--- src/rtl/board_uart_formatter.sv ---
// Serialises a DIM x DIM game board plus a win/tie status line into ASCII bytes for a UART TX FIFO.
// Optional macro TTT_FMT_TURN_EN adds a "Pn TURN" line for boards still in progress.
module board_uart_formatter #(
   parameter int DIM = 3,
   localparam int CELLS = DIM * DIM
) (
   input  logic                 clk,
   input  logic                 reset_n,
   input  logic                 start,
   input  logic [2*CELLS-1:0]   cells,
   input  logic [1:0]           player_sel,
   input  logic [3:0]           game_state,
   input  logic                 fifo_full,
   output logic                 fifo_wr_en,
   output logic [7:0]           fifo_din,
   output logic                 busy,
   output logic                 done
);

   if (DIM < 2 || DIM > 4) begin : g_dim_check
      $error("board_uart_formatter: DIM must be in 2..4");
   end

   typedef enum logic [2:0] {
      S_IDLE  = 3'd0,
      S_ROW   = 3'd1,
      S_BLANK = 3'd2,
      S_MSG   = 3'd3,
      S_FIN   = 3'd4
   } state_t;

   localparam logic [2:0] LAST_COL = 3'(DIM);
   localparam logic [2:0] LAST_ROW = 3'(DIM - 1);
   localparam logic [4:0] DIM_W    = 5'(DIM);
   localparam logic [7:0] ASC_SP   = 8'h20;
   localparam logic [7:0] ASC_BAR  = 8'h7C;
   localparam logic [7:0] ASC_LF   = 8'h0A;
   localparam logic [7:0] ASC_CR   = 8'h0D;

   state_t             state_r, state_s;
   logic [2:0]         row_r, row_s, col_r, col_s;
   logic [3:0]         idx_r, idx_s;
   logic [2*CELLS-1:0] snap_cells_r;
   logic [1:0]         snap_player_r;
   logic [3:0]         snap_game_r;
   logic [7:0]         fifo_din_r, byte_s, digit_s;
   logic               busy_r, done_r;
   logic               emitting_s, accept_s, is_win_s, is_tie_s, msg_en_s;
   logic [3:0]         tok_last_s, msg_last_s;
   logic [4:0]         cell_k_s;
   logic [2*CELLS-1:0] shifted_s;
   logic [1:0]         code_s;

   // Empty cells show their own index so players can name a square.
   function automatic logic [7:0] glyph(input logic [1:0] code, input logic [4:0] k);
      case (code)
         2'd0:    glyph = (k < 5'd10) ? (8'h30 + {3'b000, k}) : (8'h37 + {3'b000, k});
         2'd1:    glyph = 8'h58;
         2'd2:    glyph = 8'h4F;
         default: glyph = 8'h3F;
      endcase
   endfunction

   function automatic logic [7:0] msg_byte(input logic tie, input logic win,
                                           input logic [7:0] digit, input logic [3:0] i);
      if (tie) begin
         case (i)
            4'd0:    msg_byte = 8'h54;
            4'd1:    msg_byte = 8'h49;
            4'd2:    msg_byte = 8'h45;
            4'd3:    msg_byte = ASC_LF;
            4'd4:    msg_byte = ASC_CR;
            4'd5:    msg_byte = ASC_LF;
            4'd6:    msg_byte = ASC_CR;
            default: msg_byte = 8'h00;
         endcase
      end else begin
         case (i)
            4'd0:    msg_byte = 8'h50;
            4'd1:    msg_byte = digit;
            4'd2:    msg_byte = ASC_SP;
            4'd3:    msg_byte = win ? 8'h57 : 8'h54;
            4'd4:    msg_byte = win ? 8'h49 : 8'h55;
            4'd5:    msg_byte = win ? 8'h4E : 8'h52;
            4'd6:    msg_byte = win ? 8'h53 : 8'h4E;
            4'd7:    msg_byte = ASC_LF;
            4'd8:    msg_byte = ASC_CR;
            4'd9:    msg_byte = ASC_LF;
            4'd10:   msg_byte = ASC_CR;
            default: msg_byte = 8'h00;
         endcase
      end
   endfunction

   assign emitting_s = (state_r == S_ROW) || (state_r == S_BLANK) || (state_r == S_MSG);
   assign fifo_wr_en = emitting_s & ~fifo_full;
   assign accept_s   = start && ((state_r == S_IDLE) || (state_r == S_FIN));
   assign is_win_s   = (snap_game_r == 4'd9);
   assign is_tie_s   = (snap_game_r == 4'd10);
   assign digit_s    = (snap_player_r == 2'd1) ? 8'h31 : 8'h32;
   assign msg_last_s = is_tie_s ? 4'd6 : 4'd10;
   // The first and the line-ending tokens of a row are 2 bytes; " | g" tokens are 4.
   assign tok_last_s = ((col_r == 3'd0) || (col_r == LAST_COL)) ? 4'd1 : 4'd3;
`ifdef TTT_FMT_TURN_EN
   assign msg_en_s   = 1'b1;
`else
   assign msg_en_s   = is_win_s | is_tie_s;
`endif

   // Next-state and position counters; the generator only moves on a consumed byte.
   always_comb begin
      state_s = state_r;
      row_s   = row_r;
      col_s   = col_r;
      idx_s   = idx_r;
      case (state_r)
         S_IDLE, S_FIN: begin
            row_s = 3'd0;
            col_s = 3'd0;
            idx_s = 4'd0;
            if (accept_s) state_s = S_ROW;
            else          state_s = S_IDLE;
         end
         S_ROW: begin
            if (!fifo_wr_en) begin
               state_s = S_ROW;
            end else if (idx_r != tok_last_s) begin
               idx_s = idx_r + 4'd1;
            end else begin
               idx_s = 4'd0;
               if (col_r != LAST_COL) begin
                  col_s = col_r + 3'd1;
               end else begin
                  col_s = 3'd0;
                  if (row_r != LAST_ROW) begin
                     row_s = row_r + 3'd1;
                  end else begin
                     row_s   = 3'd0;
                     state_s = S_BLANK;
                  end
               end
            end
         end
         S_BLANK: begin
            if (!fifo_wr_en) begin
               state_s = S_BLANK;
            end else if (idx_r == 4'd0) begin
               idx_s = 4'd1;
            end else begin
               idx_s   = 4'd0;
               state_s = msg_en_s ? S_MSG : S_FIN;
            end
         end
         S_MSG: begin
            if (!fifo_wr_en) begin
               state_s = S_MSG;
            end else if (idx_r != msg_last_s) begin
               idx_s = idx_r + 4'd1;
            end else begin
               idx_s   = 4'd0;
               state_s = S_FIN;
            end
         end
         default: begin
            state_s = S_IDLE;
            row_s   = 3'd0;
            col_s   = 3'd0;
            idx_s   = 4'd0;
         end
      endcase
   end

   // Byte at the next position; loaded into fifo_din on accept or on each consumed byte.
   always_comb begin
      cell_k_s  = ({2'b00, row_s} * DIM_W) + {2'b00, col_s};
      shifted_s = snap_cells_r >> {cell_k_s, 1'b0};
      code_s    = shifted_s[1:0];
      case (state_s)
         S_ROW: begin
            if (col_s == LAST_COL)                    byte_s = (idx_s == 4'd0) ? ASC_LF : ASC_CR;
            else if (idx_s == 4'd0 || idx_s == 4'd2)  byte_s = ASC_SP;
            else if (idx_s == 4'd1 && col_s != 3'd0)  byte_s = ASC_BAR;
            else                                      byte_s = glyph(code_s, cell_k_s);
         end
         S_BLANK: byte_s = (idx_s == 4'd0) ? ASC_LF : ASC_CR;
         S_MSG:   byte_s = msg_byte(is_tie_s, is_win_s, digit_s, idx_s);
         default: byte_s = 8'h00;
      endcase
   end

   // State, counters, input snapshot and registered outputs.
   always_ff @(posedge clk or negedge reset_n) begin
      if (!reset_n) begin
         state_r       <= S_IDLE;
         row_r         <= 3'd0;
         col_r         <= 3'd0;
         idx_r         <= 4'd0;
         snap_cells_r  <= '0;
         snap_player_r <= 2'd0;
         snap_game_r   <= 4'd0;
         fifo_din_r    <= 8'h00;
         busy_r        <= 1'b0;
         done_r        <= 1'b0;
      end else begin
         state_r <= state_s;
         row_r   <= row_s;
         col_r   <= col_s;
         idx_r   <= idx_s;
         if (accept_s) begin
            snap_cells_r  <= cells;
            snap_player_r <= player_sel;
            snap_game_r   <= game_state;
         end
         if (accept_s || fifo_wr_en) fifo_din_r <= byte_s;
         busy_r <= (state_s == S_ROW) || (state_s == S_BLANK) || (state_s == S_MSG);
         done_r <= (state_s == S_FIN);
      end
   end

   assign fifo_din = fifo_din_r;
   assign busy     = busy_r;
   assign done     = done_r;

endmodule

--- config.mk ---
export PLATFORM = sky130hd
export DESIGN_NAME = board_uart_formatter
export DESIGN_NICKNAME = d
export VERILOG_FILES = /design/src/rtl/board_uart_formatter.sv
export SDC_FILE = /design/constraint.sdc
export NUM_CORES = 1
export LEC_CHECK = 0
export CORE_UTILIZATION = 57
export DETAILED_ROUTE_END_ITERATION = 8
export GPL_TIMING_DRIVEN = 0
export PLACE_DENSITY = 0.8
export SYNTH_ARGS = -nofsm -noshare
export SYNTH_HDL_FRONTEND = slang
export SYNTH_SLANG_ARGS = --single-unit
--- constraint.sdc ---
create_clock -name clk -period 6.8 [get_ports clk]
set_clock_uncertainty 0.2 [all_clocks]
set_input_delay 2.04 -clock clk [delete_from_list [all_inputs] [get_ports clk]]
set_output_delay 2.04 -clock clk [all_outputs]
set_load 0.01 [all_outputs]
### After elaboration in Yosys (flattened, before gate mapping)

Index checks and enable logic that the tools add are counted.

| storage, ports and cells | value |
|---|---|
| register bits | 47 |
| word-level logic and storage cells | 117 |

| operators by class | value |
|---|---|
| $add $sub $neg | 6 |
| multipliers | 1 |
| $lt $le $gt $ge | 1 |
| equality and inequality tests | 29 |
| shift-type cells | 1 |
| muxes and demuxes | 44 |
| bitwise logic cells | 3 |
| reductions and logical operators | 22 |

Operators with widths:

| cell | count |
|---|---|
| one-hot mux 7 bit (9 select lines) | 1 |
| 2-to-1 mux 3 bit | 17 |
| one-hot mux 7 bit (5 select lines) | 1 |
| 2-to-1 mux 7 bit | 4 |
| 2-to-1 mux 4 bit | 6 |
| one-hot mux 8 bit (3 select lines) | 1 |
| one-hot mux 7 bit (3 select lines) | 1 |
| equality test 4 bit, second input constant | 5 |
| equality test 3 x 2 -> 1 bit, second input constant | 6 |
| right shift 18 x 6 -> 2 bit | 1 |
| equality test 4 x 3 -> 1 bit, second input constant | 4 |
| 2-to-1 mux 5 bit | 3 |
| adder 6 x 5 -> 7 bit, first input constant | 2 |
| one-hot mux 3 bit (2 select lines) | 2 |
| one-hot mux 3 bit (4 select lines) | 1 |
| one-hot mux 4 bit (3 select lines) | 1 |
| OR reduction 2 bit | 6 |
| equality test 4 x 2 -> 1 bit, second input constant | 2 |
| zero test 4 bit | 2 |
| logical OR 1 bit | 8 |
| 2-to-1 mux 8 bit | 1 |
| adder 3 x 1 -> 3 bit, second input constant | 2 |
| equality test 3 x 1 -> 1 bit, second input constant | 2 |
| equality test 3 bit, second input constant | 2 |
| 19 further kinds | 26 |

### Depth between registers and ports, before layout

| logic depth | value |
|---|---|
| depth in word-level cells | 16 |
| gate-level depth with buffers | 24 |

### Worst setup path before layout

Ideal clock, no wire load.

| timing | value |
|---|---|
| path type | input to register |
| start point | in fifo_full |
| end point | reg fifo_din_r[3] (netlist: fifo_din[3]) |
| setup time | 0.132 ns |
| data arrival time | 6.426 ns |
| required time | 6.468 ns |
| slack | 0.042 ns |
| stages on the path | 22 |
| buffers on the path | 4 |
| path through | clkbuf_8 > clkbuf_8 > nor3_1 > nand3_1 > o21ai_0 > fa_1 > ha_1 > fa_1 > clkbuf_1 > or2_2 > nor2_1 > nand3_1 > o21ai_0 > nand2_1 > ha_1 > buf_1 > a41oi_1 > o311ai_0 > nor3_1 > o31ai_1 > a221oi_1 > a21oi_1 |

| on the way | value |
|---|---|
| word-level cells in the longest chain between the ends | 13 |
| elaborated cells on any way between the ends | 55 |
| those cells by class | add/sub: 3; mul: 1; order compare: 1; eq/ne: 16; shift: 1; mux: 21; bitwise: 2; reduce/logical: 10 |

RTL lines:

| element | line | RTL |
|---|---|---|
| from (decl) | 13 | `input logic fifo_full,` |
| inverter 1 bit * | 96 | `assign fifo_wr_en = emitting_s & ~fifo_full;` |
| bitwise AND 1 bit * | 96 |  |
| 2-to-1 mux 3 bit * | 125 | `if (!fifo_wr_en) begin` |
| one-hot mux 3 bit (2 select lines) * | 116 | `case (state_r)` |
| via row_s[1] | 41 | `logic [2:0] row_r, row_s, col_r, col_s;` |
| multiplier 3 x 2 -> 5 bit * | 175 | `cell_k_s = ({2'b00, row_s} * DIM_W) + {2'b00, col_s};` |
| adder 5 x 3 -> 5 bit * | 175 |  |
| right shift 18 x 6 -> 2 bit (tied with other cells) | 176 | `shifted_s = snap_cells_r >> {cell_k_s, 1'b0};` |
| equality test 2 bit (tied with other cells) | 56 | `case (code)` |
| one-hot mux 7 bit (3 select lines) * | 56 |  |
| 2-to-1 mux 7 bit * | 182 | `else if (idx_s == 4'd1 && col_s != 3'd0) byte_s = ASC_BAR;` |
| 2-to-1 mux 7 bit * | 181 | `else if (idx_s == 4'd0 \|\| idx_s == 4'd2) byte_s = ASC_SP;` |
| 2-to-1 mux 7 bit * | 180 | `if (col_s == LAST_COL) byte_s = (idx_s == 4'd0) ? ASC_LF : ASC_CR;` |
| one-hot mux 8 bit (3 select lines) * | 178 | `case (state_s)` |
| to (signal assigned) | 214 | `if (accept_s \|\| fifo_wr_en) fifo_din_r <= byte_s;` |
| to (decl) | 46 | `logic [7:0] fifo_din_r, byte_s, digit_s;` |

The timed path passes the listed nets; every way through them passes the cells marked *.
A chain may end at the register's enable or synchronous reset.

### Final worst setup path

Ends and elaborated chain as after synthesis.

==> impl_results.md <==
- WP depth: 21
- Reg-to-reg slack, setup: between 1 and 1.5 ns
- Total power: around 1800 uW
- Setup crit end: fifo_din[3]$_DFFE_PN0P_
- Hold Path Class: register to register
- Sequential fraction of the synthesis area: between 30% and 40%
- Largest net degree at the start of global routing: 31
- Final Cycle Share: between 90% and 100%
- Dpl hpwl: slightly above 6 mm
- First-pass GRT wire length: 13.3 mm
- Avg Vias per Cell: ~6.3
- Cell count after synthesis: between 300 and 400
- RR Endpoint: fifo_din[3]$_DFFE_PN0P_
- Top FF cell, synth: dfrtp_1
- ANT cells: 0
- Post-synthesis mux area share: ~12%
- Avg WL per Cell: 17.2 um
- Die Ht: about 82 um
- CTS sink cnt: 46
- Worst r2r src: col_r[0]$_DFF_PN0_
- Final core utilization: 69.7%
- Initial antenna violation count: 0
- Syn Nets: approximately 400
- Design area: 4200 um^2
- Distinct cells, synth: 81
- Critical path startpoint category: input pin
- Std cell rows: 28
- Layout net count: between 400 and 500
- Setup ws final: roughly 0.34 ns
- Total core area: 6030 um^2
- Number of global-route vias before repair: around 2800
- Post-Synth Adder-Cell Area: 6.51%
- Root Driver: clkbuf_8
- Fill cells: 477
- Final slew viol count: 0
- Cell area after synthesis: about 3600 um^2
- Share of cells above drive strength 1: 22.5%
- Cells along the critical path: clkbuf_8 -> clkbuf_8 -> nor3_4 -> a21oi_1 -> o21ai_0 -> o21ai_2 -> fa_1 -> ha_1 -> fa_2 -> or2_2 -> nor2_2 -> nand3_1 -> o21ai_0 -> nand2_1 -> ha_1 -> a41oi_1 -> o311ai_1 -> nor3_1 -> o31ai_1 -> a221oi_1 -> a21oi_1
- Leak pwr: roughly 0.0018 uW
- Die X: just over 80 um
- Area delta synth->final: 16.3%
- Actual slew at the worst max-slew pin: ~0.91 ns
- Placed cell area: roughly 4100 um^2
- Syn avg cell area: 10.0 um^2
- Synth warnings: 0
- CTS tree: built
- GRT Util Overall: 26.4%
- Critical path endpoint category: register
- Largest family of logic cells by synthesized area: compound AO/OA/AOI/OAI gates
- First drt pass iteration count: 5
- Max-cap violations: 0
- Post-synthesis xor/xnor area fraction: around 2.4%
- Hold Startpoint: fifo_din[4]$_DFFE_PN0P_
- Num CTS Buffers: 5
- Die area: roughly 6700 um^2
- CP max stage delay: between 0.5 and 0.6 ns
- Final global-route overflow total: 0
- # setup viols final: 0
- Worst path slowest cell: fa_2
- Worst-path clk slew: ~0.090 ns
- Async S/R FF share, synth: 100%
- I/O pin total: 39
- DRC: 0
- CTS H-tree depth: 2
- Synth Area in Simple Gates: a little under a fifth
- Dpl ws: -0.626 ns
- Status: finished, final reports clean
- WP data arrival: about 6.5 ns
- EDFF count, synth: 0
- Worst-skew pair later-pin latency: roughly 0.30 ns
- Routed wire length: 8.24 mm
- Fmax: between 150 and 200 MHz
- CP Class: input pin to register
- Relative slew slack: 38.2%
- RSZ-0062 raised after global routing: no
- Routability Congestion: roughly 1
- R2r worst-path depth: 22
- Worst EP required: a little under 7 ns
- Port Buffers: 36
- Crit-path max FO: 10
- Via count: between 3000 and 4000
- Critical path startpoint: fifo_full
- Starting Density: between 50% and 60%
- Final hold slack: approximately 0.3 ns
- Critical path buffers and inverters: 2
- Maximum vdd drop: 0.261 mV
- Hold_buf cts: 0
- Post-synthesis compound-gate area fraction: roughly 22%
- Min cycle time layout: around 6.5 ns
- Clock buffer depth: 2
- Final Hold Fails: 0
- #FFs+latches synth: 46
- Pwr/cell area: about 420 nW/um^2
- Delay-heaviest family, CP: adder cells
- Antenna-violating nets left: 0
- Initial DRC Count: 158
-- stage by stage --
stage	setup TNS, ns	std cells
6_report	0	480
4_1_cts	0	481
3_3_place_gp	-1.11	472
5_1_grt	0	480
3_5_place_dp	-1.56	473
2_1_floorplan	0	361
-- power by group --
| group | leakage (uW) | total [uW] | switching, uW | internal, uW |
|---|---|---|---|---|
| sequential | 0.000571 | 465 | 80.7 | 384 |
| clock | 0.0000472 | 176 | 94.4 | 81.8 |
| combinational | 0.00114 | 1130 | 620 | 515 |
| total | 0.00175 | 1780 | 795 | 981 |
-- cell usage in the layout, fill, tap and decap left out, types with 5 or more instances in the layout --
| cell type | instances |
|---|---|
| buf_6 | 7 |
| nand2_1 | 28 |
| nand3_1 | 13 |
| a22oi_1 | 5 |
| clkbuf_1 | 5 |
| o211ai_1 | 5 |
| dfrtp_1 | 46 |
| a31oi_1 | 5 |
| ha_1 | 14 |
| o21ai_0 | 17 |
| clkdlybuf4s50_1 | 35 |
| mux2_2 | 26 |
| clkbuf_8 | 9 |
| xnor2_1 | 6 |
| a21oi_1 | 23 |
| inv_1 | 14 |
| nor2_1 | 24 |
-- flip-flops by register name, indices dropped and copies added, names as in the netlist --
register	cells
snap_cells_r	18
fifo_din	7
idx_r	4
snap_game_r	4
col_r	3
row_r	3
state_r	3
snap_player_r	2
busy	1
done	1
-- worst min-delay path by stage --
stage                              endpoint  depth (start not counted)  slack (ns)
2_1_floorplan  snap_cells_r[13]$_DFFE_PN0P_                          1        0.28
3_3_place_gp        fifo_din[4]$_DFFE_PN0P_                          1        0.27
3_5_place_dp        fifo_din[4]$_DFFE_PN0P_                          1        0.28
4_1_cts             fifo_din[4]$_DFFE_PN0P_                          1        0.30
5_1_grt             fifo_din[4]$_DFFE_PN0P_                          1        0.31
6_report            fifo_din[4]$_DFFE_PN0P_                          1        0.30
-- metal layers --
layer | vias to the layer above | global-route usage, % | share of wire [%]
li1 | 1434 | - | -
met1 | 1398 | 36.3 | 44
met2 | 155 | 42.3 | 46
met3 | 18 | 4.44 | 7.0
met4 | 0 | 8.77 | 2.1
met5 | - | 0 | 0
-- synth_stat cells (6+ instances only) --
cell type  number  area, um^2
inv_1          14        52.6
dfrtp_1        46        1150
xnor2_1         6        52.6
nor2_1         25        93.8
clkbuf_1        6        22.5
nand3_1        13        65.1
buf_6           7        78.8
nand2_1        28         105
ha_1           14         175
a21oi_1        23         115
o21ai_0        20         100
mux2_2         26         293
-- final cells by class --
class / instances / area, um^2 / share of cell area (%)
inverters: 17 / 66.3 / 1.58
flip-flops and latches: 46 / 1150 / 27.4
well taps: 75 / 93.8 / 2.23
clock inverters: 2 / 12.5 / 0.298
repair buffers: 38 / 383 / 9.11
plain buffers: 17 / 150 / 3.57
multi-input cells: 279 / 2260 / 53.8
clock buffers: 6 / 82.6 / 1.97
-- timing repair --
action / in CTS / in global routing
resized for setup: 7 / 3
pin swaps: 0 / 4
buffers inserted: 0 / 1
endpoints found under the setup margin: 1 / 1
-- cells by family after synthesis --
kind of cell / count (synthesis)
flops: 46
xor+xnor: 10
other cells: 1
fa+ha+maj: 17
compound gates: 104
buf+inv: 36
mux: 35
simple gates: 112
Note: power is estimated with default switching activity, not from simulation.
